### config.mk
export PLATFORM = sky130hd
export DESIGN_NAME = servo_pwm_multi
export DESIGN_NICKNAME = d
export VERILOG_FILES = /design/src/rtl/servo_pwm_multi.sv
export SDC_FILE = /design/constraint.sdc
export NUM_CORES = 1
export LEC_CHECK = 0
export CAP_MARGIN = 10
export CORE_ASPECT_RATIO = 0.5
export CORE_MARGIN = 5
export CORE_UTILIZATION = 62
export CTS_CLUSTER_DIAMETER = 120
export DETAILED_ROUTE_END_ITERATION = 8
export PLACE_DENSITY = 0.81
export SYNTH_ARGS = -nofsm -noshare
export SYNTH_HDL_FRONTEND = slang
export SYNTH_SLANG_ARGS = --single-unit
export TNS_END_PERCENT = 5
### constraint.sdc
create_clock -name clk -period 10.3 [get_ports clk]
set_clock_uncertainty 0.2 [all_clocks]
set_input_delay 2.575 -clock clk [delete_from_list [all_inputs] [get_ports clk]]
set_output_delay 2.575 -clock clk [all_outputs]
set_load 0.02 [all_outputs]
### src/rtl/servo_pwm_multi.sv
// servo_pwm_multi: NUM_CH-channel hobby-servo PWM generator on a Wishbone slave.
// A 1 us tick from a prescaler drives a frame counter; each channel outputs a
// pulse of current[n] us per frame. current[n] slews toward a clamped target
// once per frame.
// Ports:
//   clk, rstn            core clock, asynchronous active-low reset
//   i_wb_adr/dat/we/cyc/stb, o_wb_ack/o_wb_rdt   Wishbone register port
//   o_pwm[NUM_CH-1:0]    registered servo pulses, bit n = channel n
//   o_frame              one-clock pulse at each frame boundary
module servo_pwm_multi #(
  parameter int unsigned NUM_CH    = 4,
  parameter int unsigned TICK_DIV  = 25,
  parameter int unsigned PERIOD_US = 20000,
  parameter int unsigned MIN_US    = 500,
  parameter int unsigned MAX_US    = 2500,
  parameter int unsigned CENTER_US = 1500
) (
  input  logic              clk,
  input  logic              rstn,
  input  logic [4:0]        i_wb_adr,
  input  logic [31:0]       i_wb_dat,
  input  logic              i_wb_we,
  input  logic              i_wb_cyc,
  input  logic              i_wb_stb,
  output logic              o_wb_ack,
  output logic [31:0]       o_wb_rdt,
  output logic [NUM_CH-1:0] o_pwm,
  output logic              o_frame
);

  localparam int unsigned UW = 16;
  localparam int unsigned PW = (TICK_DIV > 1) ? $clog2(TICK_DIV) : 1;

  localparam logic [UW-1:0] MIN_W      = UW'(MIN_US);
  localparam logic [UW-1:0] MAX_W      = UW'(MAX_US);
  localparam logic [UW-1:0] CENTER_W   = UW'(CENTER_US);
  localparam logic [UW-1:0] LAST_US    = UW'(PERIOD_US - 1);
  localparam logic [PW-1:0] PRESC_LAST = PW'(TICK_DIV - 1);

  localparam logic [4:0] ADR_CTRL   = 5'd0;
  localparam logic [4:0] ADR_SLEW   = 5'd1;
  localparam logic [4:0] ADR_STATUS = 5'd2;

  // Register state
  logic              gen_en_q, gen_en_d;
  logic [NUM_CH-1:0] ch_en_q, ch_en_d;
  logic [UW-1:0]     slew_q, slew_d;
  logic [UW-1:0]     frame_cnt_q, frame_cnt_d;
  logic [UW-1:0]     target_q  [NUM_CH];
  logic [UW-1:0]     target_d  [NUM_CH];
  logic [UW-1:0]     current_q [NUM_CH];
  logic [UW-1:0]     current_d [NUM_CH];

  // Timebase state
  logic [PW-1:0]     presc_q, presc_d;
  logic [UW-1:0]     us_cnt_q, us_cnt_d;
  logic              started_q, started_d;

  // Output registers
  logic [NUM_CH-1:0] pwm_q, pwm_d;
  logic              frame_q, frame_d;
  logic              ack_q, ack_d;
  logic [31:0]       rdt_q, rdt_d;

  logic              access_c;
  logic              wr_c;
  logic              tick_c;
  logic              boundary_c;
  logic [31:0]       rd_c;
  logic              unused_dat_c;

  // Data bits that no register stores.
  assign unused_dat_c = ^i_wb_dat[30:16];

  function automatic logic [UW-1:0] clamp_us(input logic [UW-1:0] v);
    logic [UW-1:0] r;
    r = v;
    if (v < MIN_W) r = MIN_W;
    if (v > MAX_W) r = MAX_W;
    return r;
  endfunction

  // One frame's move of cur toward tgt, limited to slew (0 = jump); 17-bit difference.
  function automatic logic [UW-1:0] slew_step(input logic [UW-1:0] cur,
                                              input logic [UW-1:0] tgt,
                                              input logic [UW-1:0] slew);
    logic [UW:0]   mag;
    logic [UW-1:0] step;
    logic [UW-1:0] r;
    mag  = (tgt >= cur) ? ({1'b0, tgt} - {1'b0, cur}) : ({1'b0, cur} - {1'b0, tgt});
    step = (mag < {1'b0, slew}) ? mag[UW-1:0] : slew;
    if (slew == '0)      r = tgt;
    else if (tgt >= cur) r = cur + step;
    else                 r = cur - step;
    return r;
  endfunction

  assign access_c = i_wb_cyc & i_wb_stb & ~ack_q;
  assign wr_c     = access_c & i_wb_we;
  assign tick_c   = gen_en_q & (presc_q == PRESC_LAST);
  // First tick after enable starts a frame without advancing us_cnt.
  assign boundary_c = tick_c & (~started_q | (us_cnt_q == LAST_US));

  // Prescaler and frame counter
  always_comb begin
    presc_d   = presc_q;
    us_cnt_d  = us_cnt_q;
    started_d = started_q;
    if (!gen_en_q) begin
      presc_d   = '0;
      us_cnt_d  = '0;
      started_d = 1'b0;
    end else begin
      presc_d = tick_c ? '0 : presc_q + PW'(1);
      if (tick_c) begin
        if (!started_q)               started_d = 1'b1;
        else if (us_cnt_q == LAST_US) us_cnt_d  = '0;
        else                          us_cnt_d  = us_cnt_q + UW'(1);
      end
    end
  end

  // Register reads sample pre-edge state
  always_comb begin
    rd_c = '0;
    case (i_wb_adr)
      ADR_CTRL: begin
        rd_c[31]         = gen_en_q;
        rd_c[NUM_CH-1:0] = ch_en_q;
      end
      ADR_SLEW:   rd_c = {16'h0, slew_q};
      ADR_STATUS: rd_c = {15'h0, gen_en_q, frame_cnt_q};
      default:    ;
    endcase
    for (int n = 0; n < NUM_CH; n++) begin
      if (i_wb_adr == 5'(8 + n))  rd_c = {16'h0, target_q[n]};
      if (i_wb_adr == 5'(16 + n)) rd_c = {16'h0, current_q[n]};
    end
  end

  // Register writes, slew update and output next-state
  always_comb begin
    gen_en_d    = gen_en_q;
    ch_en_d     = ch_en_q;
    slew_d      = slew_q;
    frame_cnt_d = frame_cnt_q;
    pwm_d       = '0;
    frame_d     = boundary_c;
    ack_d       = access_c;
    rdt_d       = (access_c && !i_wb_we) ? rd_c : '0;

    if (boundary_c) frame_cnt_d = frame_cnt_q + UW'(1);

    if (wr_c && i_wb_adr == ADR_CTRL) begin
      gen_en_d = i_wb_dat[31];
      ch_en_d  = i_wb_dat[NUM_CH-1:0];
    end
    if (wr_c && i_wb_adr == ADR_SLEW) slew_d = i_wb_dat[UW-1:0];

    for (int n = 0; n < NUM_CH; n++) begin
      // Slew uses the pre-write target, so a coincident write lands next frame.
      current_d[n] = boundary_c ? slew_step(current_q[n], target_q[n], slew_q) : current_q[n];
      target_d[n]  = (wr_c && i_wb_adr == 5'(8 + n)) ? clamp_us(i_wb_dat[UW-1:0]) : target_q[n];
      pwm_d[n]     = gen_en_q & ch_en_q[n] & started_q & (us_cnt_q < current_q[n]);
    end
  end

  always_ff @(posedge clk or negedge rstn) begin
    if (!rstn) begin
      gen_en_q    <= 1'b0;
      ch_en_q     <= '0;
      slew_q      <= '0;
      frame_cnt_q <= '0;
      presc_q     <= '0;
      us_cnt_q    <= '0;
      started_q   <= 1'b0;
      pwm_q       <= '0;
      frame_q     <= 1'b0;
      ack_q       <= 1'b0;
      rdt_q       <= '0;
      for (int n = 0; n < NUM_CH; n++) begin
        target_q[n]  <= CENTER_W;
        current_q[n] <= CENTER_W;
      end
    end else begin
      gen_en_q    <= gen_en_d;
      ch_en_q     <= ch_en_d;
      slew_q      <= slew_d;
      frame_cnt_q <= frame_cnt_d;
      presc_q     <= presc_d;
      us_cnt_q    <= us_cnt_d;
      started_q   <= started_d;
      pwm_q       <= pwm_d;
      frame_q     <= frame_d;
      ack_q       <= ack_d;
      rdt_q       <= rdt_d;
      for (int n = 0; n < NUM_CH; n++) begin
        target_q[n]  <= target_d[n];
        current_q[n] <= current_d[n];
      end
    end
  end

  assign o_pwm    = pwm_q;
  assign o_frame  = frame_q;
  assign o_wb_ack = ack_q;
  assign o_wb_rdt = rdt_q;

endmodule

==> key figures <==
Run status
  • Status: completed

GRT
  • Initial antenna violation count: 3
  • Grt ovf: 0
  • Largest net degree at the start of global routing: 84
  • Gr usage total: 38.00%
  • Vias in the first global route: 20,920
  • First-pass GRT wire length: 124.9 mm

Power
  • PwrDens: 154.8 nW/um^2
  • Leakage power: 11.88 nW
  • Switch Pwr: 1.761 mW
  • Clock power share: 22.7%
  • VDD IR max: 0.1342 mV
  • Part of the power in registers: 23.6%
  • Switching fraction of total power: 44.88%
  • Gate power share: 53.7%
  • Internal power: 2.162 mW

Worst setup path
  • CP Class: flip-flop to flip-flop
  • Critical path arrival: 10.01 ns
  • Crit-path max FO: 26
  • Critical Path RT: 10.49 ns
  • Worst setup SP type: flip-flop
  • Slowest stage cell, crit path: o311ai_0
  • Critical path's largest stage delay: 0.66 ns
  • Crit end category: flip-flop

Synth
  • Synth Flop Type: dfrtp_1
  • Synth warnings: 0
  • Seq cells post-synth: 211
  • Seq/Total Area, Yosys: 22.53%
  • Distinct cell type count after synthesis: 91
  • Post-synthesis cell area: 23,750 um^2
  • Avg Inst Size Synth: 7.958 um^2
  • Post-synth EDFFs: 0
  • Syn Inst Count: 2,984
  • FFs w/ async S/R, synth: 100.0%

Final layout
  • Commonest non-fill, non-tap cell in the layout: ha_1
  • Area grow syn2layout: 6.697%
  • Share of cells above drive strength 1: 5.761%
  • Nets@finish: 3,342
  • Commonest cells after routing, fill and taps aside: ha_1 (336), a21oi_1 (327), nor2_1 (262)

STA
  • Hold violation count in the final report: 0
  • F_max: 0.1019 GHz
  • Final period util: 95.29%
  • Post-route setup slack: 0.4855 ns
  • Min Tclk post-route: 9.814 ns
  • Max Slew Vio Count: 0
  • Worst relative slew slack: 17.26%
  • Setup TNS: 0 ns
  • Worst-margin pin slew: 1.239 ns
  • Final setup viols: 0
  • RSZ-0062 raised after global routing: no

Die
  • Die area: 42,550 um^2
  • Initial core utilization: 63.16%
  • Total core area: 37,600 um^2
  • Die X: 286.8 um
  • Die Ht: 148.4 um
  • IO Pins: 80
  • # rows: 50

CTS
  • Clock Pin Slew Worst Setup and Hold Paths: 0.07 ns
  • CTS H-tree depth: 1
  • CTS resizes: 0
  • Clock Root Buffer: clkbuf_16
  • CTS Hold Bufs: 0
  • Worst skew pair latency: 0.56 ns
  • CTS tree: done
  • CTS Buffer Depth: 3
  • TritonCTS Buffers: 22
  • CTS sink cnt: 211
  • Setup Buffers After CTS: 0

Worst hold path
  • HP Class: flip-flop to flip-flop

Drt
  • 1st-iter DRT viols: 3,150
  • Via density: 6.602
  • DRC violations left: 0
  • First-pass DRT Iterations: 9
  • Antenna-violating nets left: 0
  • Total wire length: 83.98 mm
  • Vias: 23,050
  • WL/cell: 24.06 um

Placement
  • Setup WS pre-CTS: 1.111 ns
  • Detail Placement HPWL: 63.53 mm
  • RD Place Congestion: 1.067
  • IO Port Bufs: 50

Flow run
  • Max capacitance violation total: 0
[state kept, by name (all words and copies together), names as in the netlist]
signal       flops
ch_en_q          4
started_q        1
frame_cnt_q     16
gen_en_q         1
o_frame          1
current_q       64
o_wb_rdt        18
target_q        64
slew_q          16
o_pwm            4
us_cnt_q        16
o_wb_ack         1
presc_q          5
[worst max-delay path, delay by kind of cell, from the launching register on]
kind | cells | cell delay [ns]
AND/OR/NAND/NOR | 7 | 1.70
adder cells (fa/ha/maj) | 3 | 1.01
XOR/XNOR | 2 | 0.62
AO/OA/AOI/OAI | 16 | 4.56
multiplexers | 2 | 0.45
buffers and inverters | 4 | 0.55
flip-flops | 1 | 0.58
[synth_stat cells (15+ instances only)]
library cell,instances,area [um^2]
a211oi_1,84,630.6
a21o_1,157,1179
a21oi_1,327,1637
a22oi_1,28,210.2
a31oi_1,35,219.0
and2_1,22,137.6
and3_1,18,112.6
buf_2,22,110.1
buf_4,15,112.6
clkbuf_1,103,386.6
dfrtp_1,155,3879
dfstp_2,56,1471
ha_1,336,4204
inv_1,204,765.7
mux2i_1,44,440.4
nand2_1,232,870.8
nand2b_1,31,193.9
nand3_1,60,300.3
nand4_1,31,193.9
nor2_1,262,983.4
nor2b_1,28,175.2
nor3_1,41,205.2
o21a_1,27,202.7
o21ai_0,183,915.9
o21bai_1,24,180.2
o22ai_1,24,150.1
xnor2_1,116,1016
xor2_1,73,639.4
[stage by stage]
step	utilization (%)	total power, mW	instances	hold WS, ns	area [um^2]
after floorplan	-	2.477	2997	0.2459	23800
after CTS	67.37	3.850	3488	0.2685	25330
after global placement	65.32	2.911	3448	0.2518	24560
final	67.39	3.923	3491	0.2723	25340
after detailed placement	65.32	2.961	3448	0.2597	24560
after global routing	67.37	4.160	3488	0.3004	25330
[layer usage]
metal  routed length [um]  up-vias  global-route usage, %
met5                    7        -                      0
li1                     -    10630                      -
met3                12360      226                  14.26
met4                 3758        2                  13.92
met2                32910     1356                  53.48
met1                34950    10840                  53.23
[cell type report]
class	count	area (um^2)
Antenna cell	3	7.507
Clock buffer	25	593.1
Clock inverter	15	176.4
Fill cell	3165	12260
Inverter	210	788.3
Multi-Input combinational cell	2427	17040
Sequential cell	211	5350
Tap cell	520	650.6
Timing Repair Buffer	80	730.7
[cells by family (layout without fill, tap and decap cells)]
kind of cell	after synthesis	after routing	synth area share (%)
AO/OA/AOI/OAI	1032	1032	27.81
XOR/XNOR	190	190	7.039
adder cells (fa/ha/maj)	348	348	18.71
buffers and inverters	359	330	6.122
flip-flops	211	211	22.53
multiplexers	58	58	2.566
other	1	17	0.01579
AND/OR/NAND/NOR	785	785	15.21
[power groups by stage]
stage,logic (mW),registers [mW],clock network (mW)
6_report,2.11,0.926,0.889
3_3_place_gp,1.98,0.935,0
2_1_floorplan,1.57,0.907,0
5_1_grt,2.30,0.926,0.929
3_5_place_dp,2.03,0.935,0
4_1_cts,2.04,0.921,0.888
[path summary, 6_finish.rpt]
path | start | end | slack, ns | cells after the start
max | target_q[38] | current_q[47] | 0.49 | 34
min | o_wb_ack | o_wb_ack | 0.27 | 1
max reg2reg | target_q[38] | current_q[47] | 0.49 | 34
min reg2reg | o_wb_ack | o_wb_ack | 0.27 | 1
max in group asynchronous | rstn | us_cnt_q[1] | 6.70 | 2
min in group asynchronous | rstn | o_wb_rdt[2] | 1.77 | 1
No activity file was read; power rests on OpenSTA's default activity.
